<file path="config.mk">
export PLATFORM = sky130hd
export DESIGN_NAME = watchdog_supervisor
export DESIGN_NICKNAME = d
export VERILOG_FILES = /design/src/rtl/watchdog_supervisor.sv
export SDC_FILE = /design/constraint.sdc
export NUM_CORES = 1
export LEC_CHECK = 0
export ABC_AREA = 1
export ABC_CLOCK_PERIOD_IN_PS = 1670
export CAP_MARGIN = 20
export CORE_UTILIZATION = 45
export DETAILED_ROUTE_END_ITERATION = 8
export GPL_ROUTABILITY_DRIVEN = 1
export PLACE_DENSITY = 0.69
export RECOVER_POWER = 50
export SYNTH_ARGS = -nofsm -noshare
export SYNTH_HDL_FRONTEND = slang
export SYNTH_SLANG_ARGS = --single-unit
</file>
<file path="constraint.sdc">
create_clock -name i_clk -period 1.67 [get_ports i_clk]
set_input_delay 0.334 -clock i_clk [delete_from_list [all_inputs] [get_ports i_clk]]
set_output_delay 0.334 -clock i_clk [all_outputs]
set_load 0.05 [all_outputs]
</file>
<file path="src/rtl/watchdog_supervisor.sv">
// Arms the watchdog, debounces match/timeout, retries, issues one pass/fail verdict; no backpressure.
// Latency: start -> timer_en after 1+CLEAR_CYCLES cycles; qualified match -> done after 1 cycle.
module watchdog_supervisor #(
  parameter int MAX_RETRIES  = 3,
  parameter int CLEAR_CYCLES = 16,
  parameter int MATCH_HOLD   = 4,
  parameter int CNT_W        = 8
) (
  input  logic             i_clk,
  input  logic             i_rst_n,
  input  logic             i_start,
  input  logic             i_abort,
  input  logic             i_match_event,
  input  logic             i_timeout_event,
  output logic             o_wd_rst,
  output logic             o_timer_en,
  output logic             o_busy,
  output logic             o_done,
  output logic             o_pass,
  output logic             o_fail,
  output logic [1:0]       o_attempt,
  output logic [CNT_W-1:0] o_pass_cnt,
  output logic [CNT_W-1:0] o_fail_cnt
);

  localparam int AW = $clog2(MAX_RETRIES + 1) + 1;
  localparam int CW = $clog2(CLEAR_CYCLES);
  localparam int MW = $clog2(MATCH_HOLD + 1);

  localparam logic [2:0] S_IDLE    = 3'd0;
  localparam logic [2:0] S_CLEAR   = 3'd1;
  localparam logic [2:0] S_ARM     = 3'd2;
  localparam logic [2:0] S_RETRY   = 3'd3;
  localparam logic [2:0] S_VERDICT = 3'd4;

  logic [2:0]    state, state_nxt;
  logic [CW-1:0] clr_cnt;
  logic [MW-1:0] match_cnt;
  logic [AW-1:0] attempt, attempt_nxt;
  logic [AW+1:0] attempt_wide;
  logic          start_ok;

  assign start_ok     = (state == S_IDLE) && i_start && !i_abort;
  assign attempt_wide = {2'b00, attempt_nxt};

  always_comb begin
    state_nxt   = state;
    attempt_nxt = attempt;
    case (state)
      S_IDLE: begin
        if (start_ok) begin
          state_nxt   = S_CLEAR;
          attempt_nxt = '0;
        end
      end
      S_CLEAR: begin
        if (clr_cnt == CW'(CLEAR_CYCLES - 1)) state_nxt = S_ARM;
      end
      S_ARM: begin
        // A completing match beats a timeout seen in the same cycle.
        if (i_match_event && (match_cnt == MW'(MATCH_HOLD - 1))) state_nxt = S_VERDICT;
        else if (i_timeout_event)                                state_nxt = S_RETRY;
      end
      S_RETRY: begin
        if (attempt < AW'(MAX_RETRIES)) begin
          state_nxt   = S_CLEAR;
          attempt_nxt = attempt + AW'(1);
        end else begin
          state_nxt = S_VERDICT;
        end
      end
      S_VERDICT: state_nxt = S_IDLE;
      default:   state_nxt = S_IDLE;
    endcase
    if (i_abort && (state != S_IDLE)) begin
      state_nxt   = S_IDLE;
      attempt_nxt = attempt;
    end
  end

  always_ff @(posedge i_clk or negedge i_rst_n) begin
    if (!i_rst_n) begin
      state      <= S_IDLE;
      clr_cnt    <= '0;
      match_cnt  <= '0;
      attempt    <= '0;
      o_wd_rst   <= 1'b1;
      o_timer_en <= 1'b0;
      o_busy     <= 1'b0;
      o_done     <= 1'b0;
      o_pass     <= 1'b0;
      o_fail     <= 1'b0;
      o_attempt  <= 2'd0;
      o_pass_cnt <= '0;
      o_fail_cnt <= '0;
    end else begin
      state      <= state_nxt;
      attempt    <= attempt_nxt;
      clr_cnt    <= (state == S_CLEAR) ? clr_cnt + CW'(1) : '0;
      match_cnt  <= ((state == S_ARM) && i_match_event) ? match_cnt + MW'(1) : '0;
      // Outputs are decoded from the next state so they line up with the state register.
      o_wd_rst   <= (state_nxt == S_IDLE) || (state_nxt == S_CLEAR);
      o_timer_en <= (state_nxt == S_ARM);
      o_busy     <= (state_nxt != S_IDLE);
      o_done     <= (state_nxt == S_VERDICT);
      o_attempt  <= (attempt_wide > (AW+2)'(3)) ? 2'd3 : attempt_wide[1:0];
      if (start_ok) begin
        o_pass <= 1'b0;
        o_fail <= 1'b0;
      end
      if (state_nxt == S_VERDICT) begin
        if (state == S_ARM) begin
          o_pass <= 1'b1;
          if (o_pass_cnt != '1) o_pass_cnt <= o_pass_cnt + CNT_W'(1);
        end else begin
          o_fail <= 1'b1;
          if (o_fail_cnt != '1) o_fail_cnt <= o_fail_cnt + CNT_W'(1);
        end
      end
    end
  end

endmodule

</file>
==> results of run 1 <==
==> cell usage in the layout, fill, tap and decap left out, types with 2 or more instances in the layout <==
cell type        Yosys  routed
nor2_1              23      22
dfrtp_2              0       4
xor2_1               8       8
nor3_1               2       2
buf_4                1      16
clkbuf_8             0       6
nand3_2              1       2
buf_12               0      10
inv_1               25      25
clkdlybuf4s50_1      0       4
ha_1                 6       6
nor2_2               2       3
o21ai_1              5       5
xnor2_1              2       2
nand4_1              8       8
nand3_1             16      15
a21oi_1              3       3
clkbuf_1             0       9
o21ai_0              7       7
dfrtp_1             36      32
nand2_1             74      75
==> report_power, final <==
part / total [uW] / internal (uW) / switching [uW] / leakage [uW]
registers: 983 / 946 / 37.8 / 0.000481
logic: 281 / 79.5 / 202 / 0.000767
clock network: 646 / 337 / 310 / 0.0000455
==> registers in the layout (all words and copies together) (netlist names) <==
| register | flops |
|---|---|
| o_done | 1 |
| o_attempt | 2 |
| o_fail_cnt | 8 |
| attempt | 3 |
| o_wd_rst | 1 |
| o_pass | 1 |
| o_timer_en | 1 |
| match_cnt | 3 |
| o_pass_cnt | 8 |
| clr_cnt | 4 |
| o_fail | 1 |
| state | 3 |
| o_busy | 1 |
==> cells by family (layout without fill, tap and decap cells) <==
logic type,count (synthesis),count (layout),share of synthesized area
AO/OA/AOI/OAI,16,16,0.04416
XOR/XNOR,10,10,0.04615
adder cells (fa/ha/maj),6,6,0.03955
buffers and inverters,29,73,0.06394
flip-flops,37,37,0.4885
AND/OR/NAND/NOR,133,133,0.3177
==> metrics by stage <==
step	setup WS, ns	cell area, sq um
after floorplan	0.05246	1903
after global placement	0.02572	2385
after detailed placement	-0.004795	2385
after CTS	0.07176	2475
after global routing	0.01411	2439
final	0.1626	2439
==> area by class of cell <==
class | instances | area share
clock buffers | 8 | 0.03694
multi-input cells | 165 | 0.3504
repair buffers | 39 | 0.1647
flip-flops and latches | 37 | 0.3822
well taps | 50 | 0.02565
inverters | 26 | 0.04002
==> per-layer routing <==
layer  wire (um)  vias to the layer above  track usage  share of wire
met5           0                        -            0              0
met4          48                        0      0.06383          0.013
met3         124                        5      0.05137          0.033
met2        1865                       24       0.3131           0.50
met1        1695                      747       0.2246           0.45
li1            -                      820            -              -
==> worst max-delay path, delay by kind of cell, from the launching register on <==
family	cells	cell delay [ns]
adders and majority gates	2	0.37
AOI/OAI and AO/OA	1	0.05
buffers and inverters	2	0.24
DFF	1	0.39
and+or+nand+nor	4	0.35
==> final timing paths <==
check | cells after the start | slack [ns] | end
min reg2reg | 1 | 0.44 | match_cnt[0]
max reg2reg | 9 | 0.16 | o_busy
min | 1 | 0.44 | match_cnt[0]
max in group asynchronous | 2 | 0.34 | o_pass_cnt[0]
max | 9 | 0.16 | o_busy
min in group asynchronous | 2 | 0.70 | o_fail_cnt[3]
==> summary.md, run 1 <==
| Metric | Value |
|---|---|
| Status | `finished clean` |
| Cell with the most instances after synthesis | `nand2_1` |
| TritonRoute pass-1 iters | `4` |
| Final Max Slew Viols | `0` |
| IO Count | `30` |
| Grt ovf | `0` |
| Die width | `66.95 um` |
| Async S/R FF share, synth | `1.000` |
| CTS buffer count | `5` |
| Critical-path cell list | `ha_1 > ha_1 > nand2_1 > inv_1 > nand3_2 > a21oi_2 > buf_4 > nor2_2 > nand2_1` |
| Layout Skew | `0.005932 ns` |
| Number of nets still failing antenna checks after routing | `0` |
| Initial antenna violation count | `0` |
| Nets | `~290` |
| Post-CTS Resized | `0` |
| Vias in the first global route | `around 1.4k` |
| Post-synth top area cell | `dfrtp_1` |
| Worst skew pair latency | `~0.29 ns` |
| Routed WL per cell | `approximately 11 um` |
| I/O Buffers | `29` |
| Detailed-route via count | `~1.6k` |
| Post-Syn Area per Cell | `approximately 8.2 sq um` |
| DRC | `0` |
| Crit path kind | `reg -> reg` |
| Top post-synthesis cells by count | `nand2_1 (74), dfrtp_1 (36), inv_1 (25)` |
| Setup violators final | `0` |
| H-tree Lvls | `2` |
| Final Total Pwr | `about 1900 uW` |
| Max stage delay on crit path | `a little under 0.4 ns` |
| Max FO, Critical Path | `11` |
| Placed cells | `317` |
| First-pass GRT wire length | `approximately 6.1 mm` |
| Post-synth top area share | `0.4746` |
| Setup bufs post-CTS | `0` |
| PD cells | `783.7 mW/mm^2` |
| CP Launch Type | `flop` |
| Detailed Place HPWL | `2.749 mm` |
| Area of the multi-input gates | `854.6 sq um` |
| Number of enable flip-flop cells after synthesis | `0` |
| WHS | `about 0.44 ns` |
| Max cap viols | `0` |
| R2r startpoint | `match_cnt[0]` |
| Num rows | `23` |
| Slowest-stage cell, CP | `dfrtp_1` |
| Worst Hold Class | `reg -> reg` |
| Pin count of the biggest net entering global routing | `38` |
| Total Routing Usage GR | `0.1856` |
| Slew Limit Headroom | `0.4000` |
| Warnings from Yosys | `0` |
| Register area | `around 930 sq um` |
| Synthesized cell area | `around 0.0019 sq mm` |
| Layout area overhead | `28.48%` |
| Minimum clock period | `about 1.5 ns` |
| Worst Min Path Start | `match_cnt[0]` |
| Fin Setup TNS | `0 ns` |
| Slew @ Worst Pin | `approximately 0.9 ns` |
| Die ar. | `0.004482 sq mm` |
| # fillers | `around 360` |
| CTS tree | `built` |
| Die Y | `~67 um` |
| Root Buffer | `clkbuf_8` |
| Static leakage | `around 0.0013 uW` |
| Crit path from | `match_cnt[0]` |
| Routability cong. | `between 0.8 and 0.9` |
| Final Core Density | `0.6053` |
| Sequential fraction of the synthesis area | `0.4885` |
| Max Buffers Root-to-Sink | `2` |
| Hold buffers post-CTS | `0` |
| Clock transition at path regs | `about 0.070 ns` |
| Final non-filler cell total | `approximately 330` |
| CP arrival | `approximately 1.7 ns` |
| Detailed Route WL | `about 3.7 mm` |
| Top cells by area, synth | `dfrtp_1 (47%), nand2_1 (15%), inv_1 (4.9%)` |
| Synthesis-stage register bit count | `37` |
| Period utilization | `0.9027` |
| Diodes inserted | `0` |
| Critical Path RT | `around 1.9 ns` |
| Fmax | `663.4 MHz` |
| Syn_nets | `~240` |
| Main synth FF type | `dfrtp_1` |
| Critical Path Sink Type | `flop` |
| Clock Sinks | `37` |
| Drt initial violations | `52` |
| Final hold violations | `0` |
| Average vias per placed instance | `4.911` |
| Starting density of the core | `0.4711` |
| RSZ-0062 raised after global routing | `no` |
| Share of cells above drive strength 1 | `0.1818` |
| Cells after synthesis | `approximately 230` |
| Worst-case vdd ir drop | `~0.00043 V` |
| Post-synthesis cell type count | `28` |
| Core area | `0.004029 sq mm` |
No activity file was read; power rests on OpenSTA's default activity.
==> run 2: changes to the inputs <==
- CORE_UTILIZATION: 45 -> 40
- CTS_BUF_LIST: default -> sky130_fd_sc_hd__clkbuf_8 sky130_fd_sc_hd__clkbuf_16
- PLACE_DENSITY: 0.69 -> default
==> summary.md, run 2 (synthesis gave the netlist of run 1 again) <==
| Metric | Value |
|---|---|
| TritonRoute pass-1 iters | `6 (+2)` |
| Nets | `287 (+0.35%)` |
| Max FO, Critical Path | `3 (-8)` |
| Pin count of the biggest net entering global routing | `38 (unchanged)` |
| Worst skew pair latency | `0.29 ns (about the same)` |
| Detailed Place HPWL | `2.702 mm (-1.7%)` |
| Critical-path cell list | `ha_1 > ha_1 > nand2_1 > inv_1 > nand3_1 > a21oi_2 > buf_4 > nor2_2 > nand2_1` |
| Metal3 WL | `186 um (+50%)` |
| Period utilization | `0.9095 (+0.006789)` |
| Status | `finished clean` |
| Max stage delay on crit path | `0.38 ns (about the same)` |
| Layout area overhead | `27.82%` |
| Detailed Route WL | `3.835 mm (+2.7%)` |
| Root Buffer | `clkbuf_8` |
| Slew @ Worst Pin | `0.9079 ns (+0.007973 ns)` |
| Commonest non-fill, non-tap cell in the layout | `nand2_1` |
| I/O Buffers | `29 (unchanged)` |
| Fmax | `658.4 MHz (-0.75%)` |
| Crit path kind | `reg -> reg` |
| Grt ovf | `0 (unchanged)` |
| CP arrival | `1.69 ns (about the same)` |
| Static leakage | `0.001301 uW (+0.54%)` |
| Diodes inserted | `0 (unchanged)` |
| Final WS setup | `0.1512 ns (-0.01134 ns)` |
| Hold buffers post-CTS | `0 (unchanged)` |
| Starting density of the core | `0.4271 (-0.04403)` |
| Vias in the first global route | `1537 (+9.9%)` |
| Worst Hold Class | `in -> async` |
| Area of the multi-input gates | `849.6 sq um (-0.59%)` |
| H-tree Lvls | `2 (unchanged)` |
| Final hold violations | `0 (unchanged)` |
| Die Y | `70.89 um (+5.9%)` |
| PD cells | `780.7 mW/mm^2 (-0.38%)` |
| CP Launch Type | `flop` |
| Max Buffers Root-to-Sink | `2 (unchanged)` |
| Slowest-stage cell, CP | `dfrtp_1` |
| Num rows | `24 (+4.3%)` |
| Die width | `70.89 um (+5.9%)` |
| WL met1 | `1.821 mm (+7.4%)` |
| Critical Path RT | `1.84 ns (about the same)` |
| Setup violators final | `0 (unchanged)` |
| Max cap viols | `0 (unchanged)` |
| Critical Path Sink Type | `flop` |
| Routed WL per cell | `11.69 um (+1.8%)` |
| Total Routing Usage GR | `0.1761 (-0.009499)` |
| Average vias per placed instance | `4.829 (-1.7%)` |
| Layout Skew | `0.006035 ns (+0.0001031 ns)` |
| DRC | `0 (unchanged)` |
| Met2 routed WL | `1.760 mm (-5.6%)` |
| Minimum clock period | `1.519 ns (+0.01134 ns)` |
| RSZ-0062 raised after global routing | `no` |
| Worst-case vdd ir drop | `0.0004743 V (+9.5%)` |
| CTS buffer count | `5 (unchanged)` |
| Share of cells above drive strength 1 | `0.1848 (+0.002964)` |
| Clock transition at path regs | `0.07 ns (about the same)` |
| CTS tree | `built` |
| WHS | `0.2472 ns (-0.1947 ns)` |
| Number of nets still failing antenna checks after routing | `0 (unchanged)` |
| Core area | `0.004444 sq mm (+10%)` |
| Die ar. | `0.005025 sq mm (+12%)` |
| Drt initial violations | `93 (+79%)` |
| Slew Limit Headroom | `0.3947 (-0.005316)` |
| Final Max Slew Viols | `0 (unchanged)` |
| Biggest regs | `o_fail_cnt (8), o_pass_cnt (8), clr_cnt (4)` |
| Pre-CTS setup slack | `-0.03426 ns (-0.02946 ns)` |
| Initial antenna violation count | `0 (unchanged)` |
| IO Count | `30 (unchanged)` |
| Routability cong. | `0.7810 (-8.6%)` |
| Highest routed layer | `met4` |
| Final Total Pwr | `1894 uW (-0.90%)` |
| Clock Sinks | `37 (unchanged)` |
| Detailed-route via count | `1584 (-0.75%)` |
| Most frequent cells in the layout | `nand2_1 (75), dfrtp_1 (32), inv_1 (27)` |
| Register area | `932.1 sq um (unchanged)` |
| # fillers | `439 (+21%)` |
| First-pass GRT wire length | `6.900 mm (+14%)` |
## run 2: layout make-up
cell class,instances,area share
clock buffers,6,0.03404
repair buffers,40,0.1614
multi-input cells,165,0.3502
inverters,26,0.04023
flip-flops and latches,37,0.3842
clock inverters,2,0.003094
well taps,52,0.02682
## run 2: layer usage
metal,up-vias,GRT usage
li1,825,-
met1,719,0.2275
met2,33,0.2831
met3,7,0.04843
met4,0,0.06667
met5,-,0
## run 2: path summary, 6_finish.rpt
path	start	endpoint	slack [ns]	cells past startpoint
worst min-delay path	i_rst_n	o_attempt[0]	0.25	2
worst min register to register	match_cnt[0]	match_cnt[0]	0.43	1
worst max-delay path	match_cnt[0]	o_busy	0.15	9
worst max register to register	match_cnt[0]	o_busy	0.15	9
max in group asynchronous	i_rst_n	o_pass_cnt[0]	0.80	2
min in group i_clk	match_cnt[0]	match_cnt[0]	0.43	1
## run 2: critical path: cells and delay by family, from the launching register on
family	cells	cell delay, ns
DFF	1	0.38
adders and majority gates	2	0.37
AOI/OAI and AO/OA	1	0.08
buffers and inverters	2	0.19
and+or+nand+nor	4	0.39
## run 2: report_power, final
group	leakage, uW	internal (uW)	total, uW	switching, uW
sequential	0.000481	946	982	36.4
clock	0.0000538	324	635	310
combinational	0.000766	80.2	277	197
## run 2: per-stage QoR
step / std cells / utilization / setup TNS, ns / cell area (sq um)
final: 328 / 0.5459 / 0 / 2426
after global routing: 328 / 0.5459 / 0 / 2426
after CTS: 328 / 0.5552 / 0 / 2467
after detailed placement: 320 / 0.5349 / -0.1605 / 2377
after global placement: 320 / 0.5349 / 0 / 2377
after floorplan: 231 / - / 0 / 1903
## run 2: repair_timing
| item | in CTS | in global routing |
|---|---|---|
| setup buffers | 0 | 0 |
| endpoints found under the setup margin | 0 | 1 |
| gates resized for setup | 0 | 1 |
==> run 3: changes to the inputs <==
- SETUP_SLACK_MARGIN: default -> 0.15
==> summary.md, run 3 (synthesis gave the netlist of run 1 again) <==
| Metric | Value |
|---|---|
| Status | `finished clean` |
| Num rows | `24 (unchanged)` |
| CP Launch Type | `flop` |
| Critical-path cell list | `ha_4 > ha_4 > nand2_4 > inv_4 > nand3_4 > a21oi_4 > buf_6 > nand4_1 > nand2_2` |
| Max Buffers Root-to-Sink | `2 (unchanged)` |
| Average vias per placed instance | `4.994 (+3.4%)` |
| Initial antenna violation count | `0 (unchanged)` |
| Total Routing Usage GR | `0.1813 (+0.005271)` |
| Placement Cell Area | `0.002367 sq mm (-0.42%)` |
| Root Buffer | `clkbuf_8` |
| Final non-filler cell total | `334 (+1.8%)` |
| Routed WL per cell | `12.72 um (+8.8%)` |
| Period utilization | `0.8757 (-0.03373)` |
| Detailed Route WL | `4.248 mm (+11%)` |
| Clock transition at path regs | `0.08 ns (about the same)` |
| Die ar. | `0.005025 sq mm (unchanged)` |
| Placed cells | `319 (-0.31%)` |
| Starting density of the core | `0.4271 (unchanged)` |
| IO Count | `30 (unchanged)` |
| WHS | `0.4642 ns (+0.2170 ns)` |
| Slowest-stage cell, CP | `dfrtp_1` |
| Die width | `70.89 um (unchanged)` |
| Clock share of power | `0.330 (-0.005)` |
| Crit path kind | `reg -> reg` |
| Grt ovf | `0 (unchanged)` |
| Most frequent cells in the layout | `nand2_1 (65), dfrtp_1 (27), inv_1 (26)` |
| Critical Path RT | `1.90 ns (+0.06 ns)` |
| Routability cong. | `0.7881 (+0.91%)` |
| Final Total Pwr | `1942 uW (+2.6%)` |
| Setup violators final | `0 (unchanged)` |
| Sw Pwr | `577.5 uW (+6.2%)` |
| Sequential power share | `0.506 (-0.012)` |
| Die Y | `70.89 um (unchanged)` |
| RSZ-0062 raised after global routing | `yes` |
| Worst skew pair latency | `0.29 ns (about the same)` |
| PD cells | `739.6 mW/mm^2 (-5.3%)` |
| Layout Skew | `0.006756 ns (+0.0007210 ns)` |
| Detailed-route via count | `1668 (+5.3%)` |
| I/O Buffers | `29 (unchanged)` |
| Comb pwr share | `0.164 (+0.018)` |
| Clock Sinks | `37 (unchanged)` |
| CP arrival | `1.70 ns (about the same)` |
| Drt initial violations | `88 (-5.4%)` |
| Worst Hold Class | `reg -> reg` |
| Detailed Place HPWL | `2.855 mm (+5.7%)` |
| First-pass GRT wire length | `7.127 mm (+3.3%)` |
| Share of cells above drive strength 1 | `0.2837 (+0.09891)` |
| Max stage delay on crit path | `0.38 ns (about the same)` |
| Vias in the first global route | `1603 (+4.3%)` |
| Minimum clock period | `1.462 ns (-0.05633 ns)` |
| Diodes inserted | `0 (unchanged)` |
| Max cap viols | `0 (unchanged)` |
| TritonRoute pass-1 iters | `6 (unchanged)` |
| Core area | `0.004444 sq mm (unchanged)` |
| Layout area overhead | `38.37%` |
| Commonest non-fill, non-tap cell in the layout | `nand2_1` |
| Pin count of the biggest net entering global routing | `23 (-39%)` |
| Biggest regs | `o_fail_cnt (8), o_pass_cnt (8), clr_cnt (4)` |
| Max FO, Critical Path | `6 (+3)` |
| Worst-case vdd ir drop | `0.0003275 V (-31%)` |
| Nets | `293 (+2.1%)` |
| Fin Setup TNS | `0 ns (unchanged)` |
| Static leakage | `0.001338 uW (+2.9%)` |
| Slew @ Worst Pin | `1.009 ns (+0.1009 ns)` |
| Final Max Slew Viols | `0 (unchanged)` |
| DRC | `0 (unchanged)` |
| Fmax | `683.8 MHz (+3.9%)` |
| Final hold violations | `0 (unchanged)` |
| Sw Share | `0.2973 (+0.01016)` |
| CTS buffer count | `5 (unchanged)` |
| Int Pwr | `1365 uW (+1.1%)` |
| Design area | `0.002626 sq mm (+8.3%)` |
| CTS tree | `built` |
| Slew Limit Headroom | `0.3275 (-0.06723)` |
| R2r setup slk | `0.21 ns (+0.06 ns)` |
| H-tree Lvls | `2 (unchanged)` |
| Critical Path Sink Type | `flop` |
| Most used cell, CP | `ha_4` |
| Number of nets still failing antenna checks after routing | `0 (unchanged)` |
## run 3: path summary, 6_finish.rpt
kind | from | to | cells past startpoint
worst max register to register | match_cnt[0] | o_pass_cnt[1] | 9
worst min register to register | clr_cnt[0] | clr_cnt[0] | 1
worst max-delay path | match_cnt[0] | o_pass_cnt[1] | 9
min in group asynchronous | i_rst_n | state[2] | 2
max in group asynchronous | i_rst_n | o_pass_cnt[0] | 2
worst min-delay path | clr_cnt[0] | clr_cnt[0] | 1
## run 3: layer usage
layer,track usage,wire [um],part of all wire
met2,0.2906,2075,0.49
met3,0.03276,127,0.030
met4,0.09111,75,0.018
met5,0,0,0
met1,0.2367,1969,0.46
## run 3: area by class of cell
| type | instances | area [sq um] |
|---|---|---|
| Clock inverter | 2 | 7.507 |
| Sequential cell | 37 | 938.4 |
| Inverter | 26 | 100.1 |
| Timing Repair Buffer | 45 | 444.2 |
| Fill cell | 395 | 1818 |
| Multi-Input combinational cell | 166 | 988.4 |
| Tap cell | 52 | 65.06 |
| Clock buffer | 6 | 82.58 |
## run 3: stage by stage
step                      worst slack (ns)    util
after floorplan                     0.1560       -
after global placement             0.02244  0.5327
after detailed placement          0.002938  0.5327
after CTS                           0.1775  0.5588
after global routing               0.06830  0.5909
final                               0.2076  0.5909
## run 3: critical path: cells and delay by family, from the launching register on
| kind | cells | cell delay, ns |
|---|---|---|
| buf+inv | 2 | 0.21 |
| compound gates | 1 | 0.20 |
| flops | 1 | 0.38 |
| fa+ha+maj | 2 | 0.29 |
| simple gates | 4 | 0.34 |
## run 3: power by group through the flow
stage	logic [uW]	clock network (uW)	registers [uW]
detailed placement	309	0	1000
global route	358	689	989
floorplan	159	0	1040
global placement	305	0	999
CTS	315	659	983
finish	319	641	982
## run 3: what timing repair did
action	in CTS	in global routing
gates cloned	0	2
pin swaps	0	12
gates resized for setup	4	30
buffers inserted	0	4
endpoints found under the hold margin	14	0
setup endpoints to repair	5	24
hold buffers	1	0
